## src/rtl/uart_rx_frame_parser.sv

```systemverilog
// Framed-packet parser behind the UART receiver: HEADER, LEN, payload, CSUM.
// Payload is held until the checksum passes, then streamed out over valid/ready.
`timescale 1ns/1ps
module uart_rx_frame_parser #(
  parameter logic [7:0] HEADER      = 8'h55,
  parameter int         MAX_LEN     = 16,
  parameter int         TIMEOUT_CYC = 5_000_000
) (
  input  logic       clk,
  input  logic       rst,
  input  logic [7:0] rx_data,
  input  logic       rx_valid,
  output logic [7:0] out_data,
  output logic       out_valid,
  input  logic       out_ready,
  output logic       out_last,
  output logic       frame_ok,
  output logic [7:0] frame_len,
  output logic       frame_err,
  output logic [1:0] err_code,
  output logic       overrun
);

  localparam int IW    = $clog2(MAX_LEN + 1);
  localparam int AW    = (MAX_LEN > 1) ? $clog2(MAX_LEN) : 1;
  localparam int DEPTH = 1 << AW;
  localparam int TW    = $clog2(TIMEOUT_CYC + 1);

  localparam logic [7:0]    MAX_LEN_B    = 8'(MAX_LEN);
  localparam logic [TW-1:0] TIMEOUT_LAST = TW'(TIMEOUT_CYC - 1);
  localparam logic [1:0]    ERR_LEN      = 2'd1;
  localparam logic [1:0]    ERR_CSUM     = 2'd2;
  localparam logic [1:0]    ERR_TIMEOUT  = 2'd3;

  typedef enum logic [2:0] {
    ST_IDLE    = 3'd0,
    ST_LEN     = 3'd1,
    ST_PAYLOAD = 3'd2,
    ST_CSUM    = 3'd3,
    ST_DRAIN   = 3'd4
  } state_t;

  function automatic logic [7:0] csum_add(input logic [7:0] acc, input logic [7:0] b);
    return acc + b;
  endfunction

  state_t        state_r;
  logic [7:0]    buf_r [DEPTH];
  logic [IW-1:0] wr_idx_r;
  logic [IW-1:0] rd_idx_r;
  logic [IW-1:0] len_r;
  logic [7:0]    csum_r;
  logic [TW-1:0] timer_r;
  logic          frame_ok_r;
  logic [7:0]    frame_len_r;
  logic          frame_err_r;
  logic [1:0]    err_code_r;
  logic          overrun_r;
  logic [IW-1:0] len_m1_s;
  logic          rd_is_last_s;

  assign len_m1_s     = len_r - IW'(1);
  assign rd_is_last_s = (rd_idx_r == len_m1_s);

  assign frame_ok  = frame_ok_r;
  assign frame_len = frame_len_r;
  assign frame_err = frame_err_r;
  assign err_code  = err_code_r;
  assign overrun   = overrun_r;

  // Stream side: gated so every output reads 0 outside DRAIN.
  always_comb begin
    out_valid = 1'b0;
    out_data  = 8'h00;
    out_last  = 1'b0;
    if (state_r == ST_DRAIN) begin
      out_valid = 1'b1;
      out_data  = buf_r[rd_idx_r[AW-1:0]];
      out_last  = rd_is_last_s;
    end else begin
      out_valid = 1'b0;
      out_data  = 8'h00;
      out_last  = 1'b0;
    end
  end

  // Payload storage; contents need no reset.
  always_ff @(posedge clk) begin
    if (state_r == ST_PAYLOAD && rx_valid) begin
      buf_r[wr_idx_r[AW-1:0]] <= rx_data;
    end
  end

  // Frame parser FSM with inter-byte timeout and status pulses.
  always_ff @(posedge clk) begin
    if (rst) begin
      state_r     <= ST_IDLE;
      wr_idx_r    <= {IW{1'b0}};
      rd_idx_r    <= {IW{1'b0}};
      len_r       <= {IW{1'b0}};
      csum_r      <= 8'h00;
      timer_r     <= {TW{1'b0}};
      frame_ok_r  <= 1'b0;
      frame_len_r <= 8'h00;
      frame_err_r <= 1'b0;
      err_code_r  <= 2'd0;
      overrun_r   <= 1'b0;
    end else begin
      frame_ok_r  <= 1'b0;
      frame_err_r <= 1'b0;
      overrun_r   <= 1'b0;
      case (state_r)
        ST_IDLE: begin
          timer_r <= {TW{1'b0}};
          if (rx_valid && rx_data == HEADER) begin
            state_r <= ST_LEN;
          end
        end
        ST_LEN, ST_PAYLOAD, ST_CSUM: begin
          if (!rx_valid) begin
            // A byte on the expiry cycle takes the other branch, so it wins.
            if (timer_r == TIMEOUT_LAST) begin
              frame_err_r <= 1'b1;
              err_code_r  <= ERR_TIMEOUT;
              timer_r     <= {TW{1'b0}};
              state_r     <= ST_IDLE;
            end else begin
              timer_r <= timer_r + TW'(1);
            end
          end else begin
            timer_r <= {TW{1'b0}};
            case (state_r)
              ST_LEN: begin
                if (rx_data == 8'h00 || rx_data > MAX_LEN_B) begin
                  frame_err_r <= 1'b1;
                  err_code_r  <= ERR_LEN;
                  state_r     <= ST_IDLE;
                end else begin
                  len_r    <= rx_data[IW-1:0];
                  csum_r   <= rx_data;
                  wr_idx_r <= {IW{1'b0}};
                  state_r  <= ST_PAYLOAD;
                end
              end
              ST_PAYLOAD: begin
                csum_r   <= csum_add(csum_r, rx_data);
                wr_idx_r <= wr_idx_r + IW'(1);
                if (wr_idx_r == len_m1_s) begin
                  state_r <= ST_CSUM;
                end
              end
              ST_CSUM: begin
                if (rx_data == csum_r) begin
                  frame_ok_r  <= 1'b1;
                  frame_len_r <= 8'(len_r);
                  rd_idx_r    <= {IW{1'b0}};
                  state_r     <= ST_DRAIN;
                end else begin
                  frame_err_r <= 1'b1;
                  err_code_r  <= ERR_CSUM;
                  state_r     <= ST_IDLE;
                end
              end
              default: state_r <= ST_IDLE;
            endcase
          end
        end
        ST_DRAIN: begin
          timer_r <= {TW{1'b0}};
          if (out_ready) begin
            rd_idx_r <= rd_idx_r + IW'(1);
          end
          // The final beat behaves as IDLE for a HEADER byte arriving alongside it.
          if (out_ready && rd_is_last_s) begin
            if (rx_valid && rx_data == HEADER) begin
              state_r <= ST_LEN;
            end else begin
              state_r <= ST_IDLE;
            end
            overrun_r <= rx_valid && (rx_data != HEADER);
          end else begin
            overrun_r <= rx_valid;
          end
        end
        default: state_r <= ST_IDLE;
      endcase
    end
  end

endmodule
```

## config.mk

```make
export PLATFORM = sky130hd
export DESIGN_NAME = uart_rx_frame_parser
export DESIGN_NICKNAME = d
export VERILOG_FILES = /design/src/rtl/uart_rx_frame_parser.sv
export SDC_FILE = /design/constraint.sdc
export NUM_CORES = 1
export LEC_CHECK = 0
export CAP_MARGIN = 40
export CELL_PAD_IN_SITES_DETAIL_PLACEMENT = 0
export CELL_PAD_IN_SITES_GLOBAL_PLACEMENT = 1
export CORE_MARGIN = 2
export CORE_UTILIZATION = 53
export CTS_CLUSTER_DIAMETER = 120
export CTS_CLUSTER_SIZE = 8
export DETAILED_ROUTE_END_ITERATION = 8
export DONT_BUFFER_PORTS = 1
export PLACE_DENSITY = 0.82
export SYNTH_ARGS = -nofsm -noshare
export SYNTH_HDL_FRONTEND = slang
export SYNTH_SLANG_ARGS = --single-unit
```

## constraint.sdc

```tcl
create_clock -name clk -period 3.1 [get_ports clk]
set_clock_uncertainty 0.2 [all_clocks]
set_input_delay 0.62 -clock clk [delete_from_list [all_inputs] [get_ports clk]]
set_output_delay 0.62 -clock clk [all_outputs]
set_load 0.03 [all_outputs]
```

==> summary.md <==
| Metric | Value |
|---|---|
| Outcome | `finished clean` |
| Most frequent cells in the layout | `128 x edfxtp_1, 62 x dfxtp_1, 56 x nor2_1, 40 x mux4_2, 33 x nor3_1` |
| DR vias/cell | `around 6.1` |
| Die ar. | `around 17000 sq um` |
| P_sw | `between 0.001 and 0.0015 W` |
| Clock Pin Slew Worst Setup and Hold Paths | `roughly 0.07 ns` |
| Die height | `approximately 130 um` |
| GR Overflow Total | `0` |
| Post-synthesis compound-gate area fraction | `about 6.8%` |
| Syn avg cell area | `13.13 sq um` |
| Tmin final | `3.070 ns` |
| DPL Wire Length | `about 13000 um` |
| XOR/XNOR share of the synthesized area | `~2.4%` |
| Max Slew Vio Count | `0` |
| Crit Reg-Reg Startpoint | `timer_r[0]$_SDFFE_PP0P_` |
| # IOs | `35` |
| Fin crit share | `between 90% and 100%` |
| Unrepaired setup endpoints after global routing | `true` |
| Final instance area | `approximately 9600 sq um` |
| Peak supply drop | `~0.4 mV` |
| Wirelength per Cell | `21.69 um` |
| Comb power frac | `0.7%` |
| Worst-path fanout max | `8` |
| Routed vias | `about 5500` |
| Dpl ws | `around 0.36 ns` |
| Worst Hold Class | `primary input to flop` |
| DP Area | `8897 sq um` |
| Worst path arrival time | `approximately 2.3 ns` |
| Yosys top cell area share | `around 45%` |
| Area Growth Syn to Fin | `12.15%` |
| Clock group share of total power | `between 40% and 50%` |
| Max Buffers Root-to-Sink | `2` |
| Clock latency on the worst-skew pair | `0.43 ns` |
| Post-CTS Setup Bufs | `0` |
| Startpoint Class | `flop` |
| Root Driver | `clkbuf_16` |
| Starting Density | `a little over half` |
| First-pass GRT wire length | `about 30000 um` |
| Routed wire length | `a little under 20000 um` |
| Async S/R FF share, synth | `0%` |
| Simple-Gate Fraction of Synth Area | `between 10% and 20%` |
| Hold Crit Start | `rst` |
| Filler cells | `1224` |
| ANT nets after route | `0` |
| Pwr Density | `slightly above 500 nW/um^2` |
| Max Cap Viol | `0` |
| Yosys top cell by area | `edfxtp_1` |
| DR pass1 iterations | `5` |
| Core Rows | `46` |
| Leak pwr | `3.050 nW` |
| Worst Max-Slew Pin Slew | `roughly 0.59 ns` |
| Commonest non-fill, non-tap cell in the layout | `edfxtp_1` |
| # diodes | `0` |
| CORE AREA | `around 16000 sq um` |
| Final hold vios | `0` |
| Final worst-path setup slack | `0.03021 ns` |
| CTS Buf Count | `17` |
| Buffers added on ports | `0` |
| Final GP Congestion | `0.8774` |
| Register share of total power | `55.7%` |
| Initial drt markers | `between 600 and 700` |
| Multiplexer share of the synthesized area | `about an eighth` |
| Hold_buf cts | `0` |
| Pin count of the biggest net entering global routing | `60` |
| Post-synthesis sequential area ratio | `between 50% and 60%` |
| Layout cells sized above 1 | `roughly 18%` |
| Initial antenna violation count | `0` |
| DRC errors left | `0` |
| Int Power | `just under 0.004 W` |
| Worst setup EP type | `output port` |
| Total track usage | `about a quarter` |
| WS Path Type | `flop to output port` |
| Critical Path RT | `2.28 ns` |
| Final setup violation count | `0` |
| Post-Syn Instances | `652` |
| Fin nets | `~690` |
| Switching share of power | `about a fifth` |
| FF+latch count, synth | `~190` |
| Vias in the first global route | `5198` |
| Slew headroom | `60.55%` |
| Ys flop type | `edfxtp_1` |
| Yosys warns | `0` |
| Adder-cell share of the synthesized area | `2.280%` |
| Chip Width | `about 130 um` |
| Dominant combinational cell family by area after synthesis | `simple AND/OR/NAND/NOR gates` |
| CTS tree | `built` |
| TritonCTS sink count | `191` |
| Post-synth EDFFs | `around 130` |
| Top cells by area, synth | `edfxtp_1 45%, dfxtp_1 15%, mux4_2 11%` |
| Fmax | `325.8 MHz` |
| Synth Cell Area | `approximately 8600 sq um` |
| Synth unique cells | `63` |
| H-tree depth | `4` |
-- power by group through the flow --
stage	combinational, W	sequential, W	clock (W)
global route	0.0000384	0.00271	0.00225
floorplan	0.0000433	0.00277	0
global placement	0.0000335	0.00277	0
detailed placement	0.0000344	0.00277	0
CTS	0.0000345	0.00271	0.00216
finish	0.0000343	0.00271	0.00213
-- sequential cells by signal, indices dropped and copies added, names as in the netlist, named ones only --
name       flops
buf_r        128
overrun        1
rd_idx_r       5
frame_len      5
wr_idx_r       5
csum_r         8
err_code       2
timer_r       23
len_r          5
state_r        3
frame_ok       1
frame_err      1
-- layer usage --
metal	global-route usage, %	up-vias	part of all wire, %	routed length, um
met4	7.509	0	1.8	340
met5	0	-	0	0
met3	4.870	30	6.0	1164
met1	32.83	2734	43	8242
met2	39.84	207	50	9625
li1	-	2515	-	-
-- worst paths after layout --
kind              cells past startpoint                       end  slack [ns]
hold reg to reg                       2    csum_r[6]$_SDFFE_PP0P_        0.26
hold / removal                        1    csum_r[6]$_SDFFE_PP0P_        0.06
setup reg to reg                      7  timer_r[16]$_SDFFE_PP0P_        0.49
setup / recovery                      4               out_data[7]        0.03
-- logic make-up (layout without fill, tap and decap cells) --
kind of cell	after synthesis	in the layout
xor gates and xnor gates	23	23
adders and majority gates	15	15
AOI/OAI and AO/OA	94	94
DFF	191	191
muxes	55	55
other	1	3
and+or+nand+nor	216	216
buffers and inverters	57	80
-- critical path: stages (launching register included) --
cell and delay [ns]:
dfxtp_4 0.43, buf_12 0.17, mux4_2 0.53, mux4_2 0.51, nor2b_4 0.18
-- area by class of cell --
type / instances / area [sq um] / area share, %
repair buffers: 29 / 282.8 / 2.946
clock inverters: 15 / 152.6 / 1.590
clock buffers: 17 / 425.4 / 4.432
multi-input cells: 406 / 3288 / 34.25
well taps: 216 / 270.3 / 2.815
inverters: 19 / 71.32 / 0.7430
flip-flops and latches: 191 / 5109 / 53.22
-- per-stage QoR --
| step | util [%] | setup TNS [ns] | instances | hold slack [ns] | power (W) |
|---|---|---|---|---|---|
| 2_1_floorplan | - | 0 | 654 | 0.2400 | 0.002812 |
| 3_3_place_gp | 56.21 | 0 | 859 | 0.2432 | 0.002802 |
| 3_5_place_dp | 56.21 | 0 | 859 | 0.2527 | 0.002803 |
| 4_1_cts | 60.62 | -0.006047 | 893 | 0.04037 | 0.004904 |
| 5_1_grt | 60.65 | -0.1556 | 893 | 0.03654 | 0.005002 |
| 6_report | 60.65 | 0 | 893 | 0.05643 | 0.004870 |
-- cells in the mapped netlist (2+ instances only) --
library cell / number
nor2_1: 56
o211ai_1: 5
o21ai_1: 11
nor2b_1: 13
mux2i_1: 15
nor3_1: 33
inv_1: 18
and3_1: 7
a22oi_1: 3
nand3b_1: 10
dfxtp_1: 63
ha_1: 14
nor4_1: 6
or4_1: 9
a31oi_1: 5
o21a_1: 4
or3_1: 6
mux4_2: 40
and2_1: 4
buf_4: 4
nand2_1: 25
xor2_1: 9
buf_2: 9
nor3b_1: 2
nand4_1: 9
a21oi_1: 33
nand3_1: 11
xnor2_1: 14
clkbuf_1: 24
o21ai_0: 12
a31o_1: 2
a21o_1: 2
edfxtp_1: 128
a211oi_1: 7
a311oi_1: 2
nand2b_1: 10
-- timing repair --
action / CTS / global route
endpoints found under the setup margin: 9 / 9
resized for setup: 20 / 2
gates cloned: 2 / 0
endpoints found under the hold margin: 0 / 0
Power figures use the tool's default switching activity.
